==> src/rtl/afio_ctrl_pkg.sv <==
// Shared definitions for the AFIO pin-mux sequencer: register map, FSM states, bit indices.
// No logic and no latency.
// No flow control.
package afio_ctrl_pkg;

   localparam logic [5:0] OFF_AFC_SH   = 6'h00;
   localparam logic [5:0] OFF_DIR_SH   = 6'h04;
   localparam logic [5:0] OFF_PM_SH_LO = 6'h08;
   localparam logic [5:0] OFF_PM_SH_HI = 6'h0C;
   localparam logic [5:0] OFF_PS_SH_LO = 6'h10;
   localparam logic [5:0] OFF_PS_SH_HI = 6'h14;
   localparam logic [5:0] OFF_CTRL     = 6'h18;
   localparam logic [5:0] OFF_STATUS   = 6'h1C;
   localparam logic [5:0] OFF_DEAD     = 6'h20;
   localparam logic [5:0] OFF_AFC_LIVE = 6'h24;

   localparam int CTRL_APPLY  = 0;
   localparam int CTRL_IRQ_EN = 1;
   localparam int STAT_BUSY   = 0;
   localparam int STAT_DONE   = 1;

   typedef enum logic [1:0] {
      IDLE   = 2'd0,
      FLOAT  = 2'd1,
      SETTLE = 2'd2
   } state_t;

   typedef struct packed {
      logic [31:0] afc;
      logic [31:0] dir;
      logic [63:0] pm;
      logic [63:0] ps;
   } cfg_t;

endpackage

==> src/rtl/afio_ctrl_apb.sv <==
// APB register file: shadow config, CTRL/STATUS/DEAD, apply pulse and error response.
// Writes commit on the access-phase edge; PRDATA/PSLVERR are combinational.
// No wait states; writes that would disturb a running handover are dropped with PSLVERR.
module afio_ctrl_apb
   import afio_ctrl_pkg::*;
#(
   parameter logic [7:0] DEAD_RST = 8'd4
) (
   input  logic        core_clk,
   input  logic        arst_n,
   input  logic        psel,
   input  logic        penable,
   input  logic        pwrite,
   input  logic [5:0]  paddr,
   input  logic [31:0] pwdata,
   output logic [31:0] prdata,
   output logic        pslverr,
   input  logic        busy,
   input  logic        done_set,
   input  logic [31:0] afc_live,
   output cfg_t        shadow,
   output logic [7:0]  dead,
   output logic        irq_en,
   output logic        done,
   output logic        apply_vld
);

   logic [5:0] addr;
   logic       wr_en;
   logic       ctrl_sel;
   logic       locked_reg;
   logic       blocked;

   assign addr     = paddr & 6'b111100;
   assign wr_en    = psel & penable & pwrite;
   assign ctrl_sel = (addr == OFF_CTRL);

   // Registers that must stay frozen while a handover is running.
   always_comb begin
      locked_reg = 1'b0;
      case (addr)
         OFF_AFC_SH, OFF_DIR_SH, OFF_PM_SH_LO, OFF_PM_SH_HI,
         OFF_PS_SH_LO, OFF_PS_SH_HI, OFF_DEAD: locked_reg = 1'b1;
         default: locked_reg = 1'b0;
      endcase
   end

   assign blocked   = busy & (locked_reg | (ctrl_sel & pwdata[CTRL_APPLY]));
   assign pslverr   = wr_en & blocked;
   assign apply_vld = wr_en & ctrl_sel & pwdata[CTRL_APPLY] & ~busy;

   always_ff @(posedge core_clk or negedge arst_n) begin
      if (!arst_n) begin
         shadow <= '0;
         dead   <= DEAD_RST;
         irq_en <= 1'b0;
         done   <= 1'b0;
      end else begin
         if (wr_en && !busy) begin
            case (addr)
               OFF_AFC_SH:   shadow.afc       <= pwdata;
               OFF_DIR_SH:   shadow.dir       <= pwdata;
               OFF_PM_SH_LO: shadow.pm[31:0]  <= pwdata;
               OFF_PM_SH_HI: shadow.pm[63:32] <= pwdata;
               OFF_PS_SH_LO: shadow.ps[31:0]  <= pwdata;
               OFF_PS_SH_HI: shadow.ps[63:32] <= pwdata;
               OFF_DEAD:     dead             <= pwdata[7:0];
               default: ;
            endcase
         end
         if (wr_en && ctrl_sel)
            irq_en <= pwdata[CTRL_IRQ_EN];
         // A completion on the same edge as a clear must not be lost.
         if (done_set)
            done <= 1'b1;
         else if (wr_en && (addr == OFF_STATUS) && pwdata[STAT_DONE])
            done <= 1'b0;
      end
   end

   always_comb begin
      prdata = '0;
      case (addr)
         OFF_AFC_SH:   prdata = shadow.afc;
         OFF_DIR_SH:   prdata = shadow.dir;
         OFF_PM_SH_LO: prdata = shadow.pm[31:0];
         OFF_PM_SH_HI: prdata = shadow.pm[63:32];
         OFF_PS_SH_LO: prdata = shadow.ps[31:0];
         OFF_PS_SH_HI: prdata = shadow.ps[63:32];
         OFF_CTRL:     prdata[CTRL_IRQ_EN] = irq_en;
         OFF_STATUS: begin
            prdata[STAT_BUSY] = busy;
            prdata[STAT_DONE] = done;
         end
         OFF_DEAD:     prdata[7:0] = dead;
         OFF_AFC_LIVE: prdata = afc_live;
         default:      prdata = '0;
      endcase
   end

endmodule

==> src/rtl/afio_ctrl.sv <==
// AFIO pin-mux sequencer: float changed pins, switch owner, restore direction.
// Owner switch at E0+DEAD+1, restore/DONE at E0+2*DEAD+2 after the APPLY edge.
// APB never stalls (PREADY=1); busy blocks config writes instead.
module afio_ctrl
   import afio_ctrl_pkg::*;
#(
   parameter logic [7:0] DEAD_RST = 8'd4
) (
   input  logic        PCLK,
   input  logic        PRESETn,
   input  logic        PSEL,
   input  logic        PENABLE,
   input  logic        PWRITE,
   input  logic [5:0]  PADDR,
   input  logic [31:0] PWDATA,
   output logic [31:0] PRDATA,
   output logic        PREADY,
   output logic        PSLVERR,
   output logic [31:0] GPIO_AFC,
   output logic [31:0] GPIO_DIR,
   output logic [63:0] GPIO_PM,
   output logic [63:0] GPIO_PS,
   output logic        busy,
   output logic        irq
);

   state_t      state, state_nxt;
   logic [7:0]  cnt, cnt_nxt;
   cfg_t        live, live_nxt;
   cfg_t        shadow;
   logic [7:0]  dead;
   logic [31:0] chg;
   logic        busy_nxt;
   logic        done_set;
   logic        apply_vld;
   logic        irq_en;
   logic        done;

   afio_ctrl_apb #(.DEAD_RST(DEAD_RST)) u_apb (
      .core_clk  (PCLK),
      .arst_n    (PRESETn),
      .psel      (PSEL),
      .penable   (PENABLE),
      .pwrite    (PWRITE),
      .paddr     (PADDR),
      .pwdata    (PWDATA),
      .prdata    (PRDATA),
      .pslverr   (PSLVERR),
      .busy      (busy),
      .done_set  (done_set),
      .afc_live  (live.afc),
      .shadow    (shadow),
      .dead      (dead),
      .irq_en    (irq_en),
      .done      (done),
      .apply_vld (apply_vld)
   );

   assign chg = live.afc ^ shadow.afc;

   always_ff @(posedge PCLK or negedge PRESETn) begin
      if (!PRESETn) state <= IDLE;
      else          state <= state_nxt;
   end

   always_comb begin
      state_nxt = state;
      case (state)
         IDLE:    if (apply_vld && (chg != '0)) state_nxt = FLOAT;
         FLOAT:   if (cnt == '0) state_nxt = SETTLE;
         SETTLE:  if (cnt == '0) state_nxt = IDLE;
         default: state_nxt = IDLE;
      endcase
   end

   always_comb begin
      live_nxt = live;
      cnt_nxt  = cnt;
      busy_nxt = busy;
      done_set = 1'b0;
      case (state)
         IDLE: begin
            if (apply_vld) begin
               if (chg != '0) begin
                  live_nxt.dir = live.dir & ~chg;
                  cnt_nxt      = dead;
                  busy_nxt     = 1'b1;
               end else begin
                  // No owner changes, so nothing can glitch: apply in one edge.
                  live_nxt.dir = shadow.dir;
                  live_nxt.pm  = shadow.pm;
                  live_nxt.ps  = shadow.ps;
                  done_set     = 1'b1;
               end
            end
         end
         FLOAT: begin
            if (cnt != '0) begin
               cnt_nxt = cnt - 8'd1;
            end else begin
               live_nxt.afc = shadow.afc;
               live_nxt.pm  = shadow.pm;
               live_nxt.ps  = shadow.ps;
               cnt_nxt      = dead;
            end
         end
         SETTLE: begin
            if (cnt != '0) begin
               cnt_nxt = cnt - 8'd1;
            end else begin
               live_nxt.dir = shadow.dir;
               busy_nxt     = 1'b0;
               done_set     = 1'b1;
            end
         end
         default: ;
      endcase
   end

   always_ff @(posedge PCLK or negedge PRESETn) begin
      if (!PRESETn) begin
         live <= '0;
         cnt  <= '0;
         busy <= 1'b0;
      end else begin
         live <= live_nxt;
         cnt  <= cnt_nxt;
         busy <= busy_nxt;
      end
   end

   assign GPIO_AFC = live.afc;
   assign GPIO_DIR = live.dir;
   assign GPIO_PM  = live.pm;
   assign GPIO_PS  = live.ps;
   assign PREADY   = 1'b1;
   assign irq      = done & irq_en;

endmodule

==> config.mk <==
export PLATFORM = sky130hd
export DESIGN_NAME = afio_ctrl
export DESIGN_NICKNAME = d
export VERILOG_FILES = /design/src/rtl/afio_ctrl_pkg.sv /design/src/rtl/afio_ctrl_apb.sv /design/src/rtl/afio_ctrl.sv
export SDC_FILE = /design/constraint.sdc
export NUM_CORES = 1
export LEC_CHECK = 0
export ABC_AREA = 1
export CORE_MARGIN = 2
export CORE_UTILIZATION = 25
export DETAILED_ROUTE_END_ITERATION = 7
export GPL_TIMING_DRIVEN = 0
export PLACE_DENSITY = 0.54
export SYNTH_ARGS = -nofsm -noshare
export SYNTH_HDL_FRONTEND = slang
export SYNTH_SLANG_ARGS = --single-unit
==> constraint.sdc <==
create_clock -name PCLK -period 1.8 [get_ports PCLK]
set_input_delay 0.36 -clock PCLK [delete_from_list [all_inputs] [get_ports PCLK]]
set_output_delay 0.36 -clock PCLK [all_outputs]
set_load 0.05 [all_outputs]
==> key figures <==
Run status
  • Outcome: finished, violations left
  • Failing checks: hold timing, setup timing

Synth
  • Post-Syn Nets: roughly 2.2k
  • Area contributors post-synth: dfrtp_1 (55%), nand2_1 (17%), o21ai_0 (8.1%)
  • Adder-cell area share of the yosys netlist: 0.00411
  • Top-area cell type share of the netlist area: 0.554
  • Synth Area in XOR/XNOR: 0.00384
  • Ys async rst share: 1.00
  • Simple-Gate Fraction of Synth Area: 0.244
  • Post-synthesis compound-gate area fraction: 0.115
  • Yosys warns: 0
  • Post-synthesis sequential area ratio: 0.555
  • Flops & latches, synth: 405
  • Cell Area, Synth: around 0.018 mm²
  • Synth area leader: dfrtp_1
  • Distinct cells, synth: 37
  • Avg Inst Size Synth: 8.38 µm²
  • Most used DFF post-synth: dfrtp_1
  • Combinational family with the most area after synthesis: simple AND/OR/NAND/NOR gates
  • Post-synth EDFFs: 0
  • Post-Syn Instances: ~2.2k
  • Post-synthesis mux area share: 0

Setup path
  • Worst-path fanout max: 4
  • CP Class: reg -> out
  • Required time worst endpoint: ~1.4 ns
  • FF-to-FF Start: GPIO_AFC[27]
  • Crit end category: primary output
  • WP data arrival: approximately 1.9 ns
  • Worst Setup SP: u_apb.shadow[189]
  • Startpoint types: flip-flop

GRT
  • Total Routing Usage GR: 0.228
  • Largest net degree at the start of global routing: roughly 120
  • Vias in the first global route: ~18k
  • First-pass GRT wire length: 125 mm
  • Initial antenna violation count: 5
  • Remaining global-route overflow: 0

Finish
  • Non-filler instance count after layout: ~3.7k
  • Share of cells above drive strength 1: 0.422
  • Commonest cells after routing, fill and taps aside: nand2_1 (545), dfrtp_1 (354), o21ai_0 (243)
  • Area Growth Syn to Fin: 56.5%
  • Final #Nets: around 2.7k
  • Most common cell after layout, fill and taps aside: nand2_1

Clocking
  • Clk slew on worst S/H paths: about 0.070 ns
  • Clock sinks: a little over 400
  • Clock buffer depth: 3
  • CTS tree: yes
  • Later-pin clock latency in the skew report: about 0.6 ns
  • Clock H-tree levels: 2
  • Clock Tree Root: clkbuf_16
  • CTS buffer count: 45

Pwr
  • Combinational share of power: 0.069
  • Cell Int Power: about 0.015 W
  • Clock Power Share: 0.478
  • VDD IR max: roughly 0.6 mV
  • LEAKAGE: 14.0 nW
  • Sw Share: 0.246
  • Pwr Density: between 700 and 800 mW/mm²
  • Total net switching power: about 0.005 W
  • Part of the power in registers: 0.452

Hold path
  • Worst min path class: in -> async

Routing
  • Routed wire length: slightly below 90 mm
  • Via-per-instance ratio: between 5 and 6
  • Post-route DRC: 0
  • DR WL/cell: roughly 24 µm
  • Vias: 18.4k
  • DR pass1 iterations: 6
  • Final ANT Viol Nets: 0
  • DRC violation total after the first TritonRoute iteration: about 1.8k

STA
  • Final Hold Vio Count: 105
  • Crit share post-route: 1.23
  • Final Critical Period: ~2.2 ns
  • Hold slack: -0.165 ns
  • RSZ-0062 raised after global routing: true
  • Fin. max-slew vios: 0
  • Worst Setup Slack, final: -0.410 ns
  • Rel. slew slack: 0.541
  • Clk_skew: slightly below 0.03 ns
  • Peak Freq: roughly 450 MHz
  • Worst slew pin tran: 0.688 ns
  • TNS Setup: -62.97 ns
  • Final setup viols: ~240

Placed design
  • Placement Setup Slack: -2.44 ns
  • Port Buf Inserts: approximately 270
  • RD Place Congestion: approximately 0.9
  • Final HPWL DP: about 60 mm
  • Placed cells: approximately 3.4k

Floorplan
  • Die X: 274 µm
  • Cell Rows: between 90 and 100
  • Core area: ~0.073 mm²
  • Die ar.: 0.0752 mm²
  • Starting Density: 0.252
  • Chip Height: approximately 270 µm
  • I/O pins: ~270

Flow run
  • Max_cap viols: 0
-- cell families (layout without fill, tap and decap cells) --
group / after synthesis / in the layout
adder cells (fa/ha/maj): 6 / 6
AO/OA/AOI/OAI: 378 / 378
flip-flops: 405 / 405
XOR/XNOR: 8 / 8
AND/OR/NAND/NOR: 1060 / 1060
buffers and inverters: 320 / 845
other: 1 / 6
-- routing by layer --
metal  global-route usage  up-vias  wire [µm]
met4                0.105        2       5200
li1                     -     8194          -
met5                    0        -         13
met2                0.362      863      40600
met3               0.0659      243       8340
met1                0.285     9118      35100
-- critical path, stage by stage, from the launching register on --
cell and delay (ns):
dfrtp_2 0.46, buf_4 0.16, a221oi_4 0.29, nand3_2 0.17, buf_6 0.19
-- what timing repair did --
action                                  4_1_cts  5_1_grt
cloned                                       28       12
endpoints found under the setup margin      630      513
gates resized for setup                     980      802
pin swaps                                    83      107
buffers inserted                             78       64
endpoints found under the hold margin       105      105
-- flip-flops by register name (all words and copies together) (netlist names), 2 cells and up --
name	flops
GPIO_AFC	32
GPIO_DIR	32
GPIO_PM	64
GPIO_PS	64
cnt	8
state	2
u_apb.dead	8
u_apb.shadow	192
-- path summary, 6_finish.rpt --
path / to / slack, ns / cells past startpoint
min in group PCLK: u_apb.done / 0.23 / 5
max in group asynchronous: u_apb.shadow[93] / 0.50 / 4
worst min-delay path: u_apb.shadow[68] / -0.17 / 2
worst min register to register: GPIO_PM[56] / 0.48 / 2
worst max-delay path: PRDATA[29] / -0.41 / 4
worst max register to register: GPIO_PM[10] / -0.39 / 12
-- stage by stage --
| stage | util | power [W] | instance area [µm²] |
|---|---|---|---|
| after floorplan | - | 0.00960 | 18500 |
| after global placement | 0.308 | 0.0101 | 22300 |
| after detailed placement | 0.309 | 0.0102 | 22400 |
| after CTS | 0.370 | 0.0201 | 26900 |
| after global routing | 0.394 | 0.0207 | 28600 |
| final | 0.394 | 0.0202 | 28600 |
-- cells in the mapped netlist, types with 3 or more instances --
| cell | number |
|---|---|
| nand3_1 | 59 |
| xor2_1 | 4 |
| o22ai_1 | 12 |
| clkbuf_1 | 62 |
| buf_6 | 16 |
| nand2_2 | 6 |
| inv_2 | 8 |
| ha_1 | 6 |
| o21ai_0 | 296 |
| dfrtp_1 | 404 |
| nand2_1 | 805 |
| nand4_1 | 141 |
| o2111ai_1 | 3 |
| inv_1 | 171 |
| a211oi_1 | 3 |
| nor2_1 | 39 |
| buf_4 | 5 |
| xnor2_1 | 4 |
| a221oi_1 | 42 |
| clkinv_1 | 5 |
| a21oi_1 | 17 |
| nor2_2 | 3 |
| buf_2 | 50 |
-- power groups by stage --
stage	Clock [W]	Sequential, W	Combinational (W)
after global placement	0	0.00933	0.000817
after global routing	0.0101	0.00915	0.00146
after CTS	0.00973	0.00915	0.00121
final	0.00967	0.00915	0.00140
after detailed placement	0	0.00931	0.000850
after floorplan	0	0.00931	0.000292
-- final cells by class --
cell class                 count  area (µm²)
antenna                        5        12.5
buffer                       131        1410
clock buffer                  65        1320
clock inverter                18         201
fill                        7226       44000
inverter                     185         777
multi-input combinational   1453        8810
sequential                   405       10200
tap                          959        1200
timing repair buffer         445        4640
timing repair inverter         1        5.00
(Power assumes the default switching activity.)
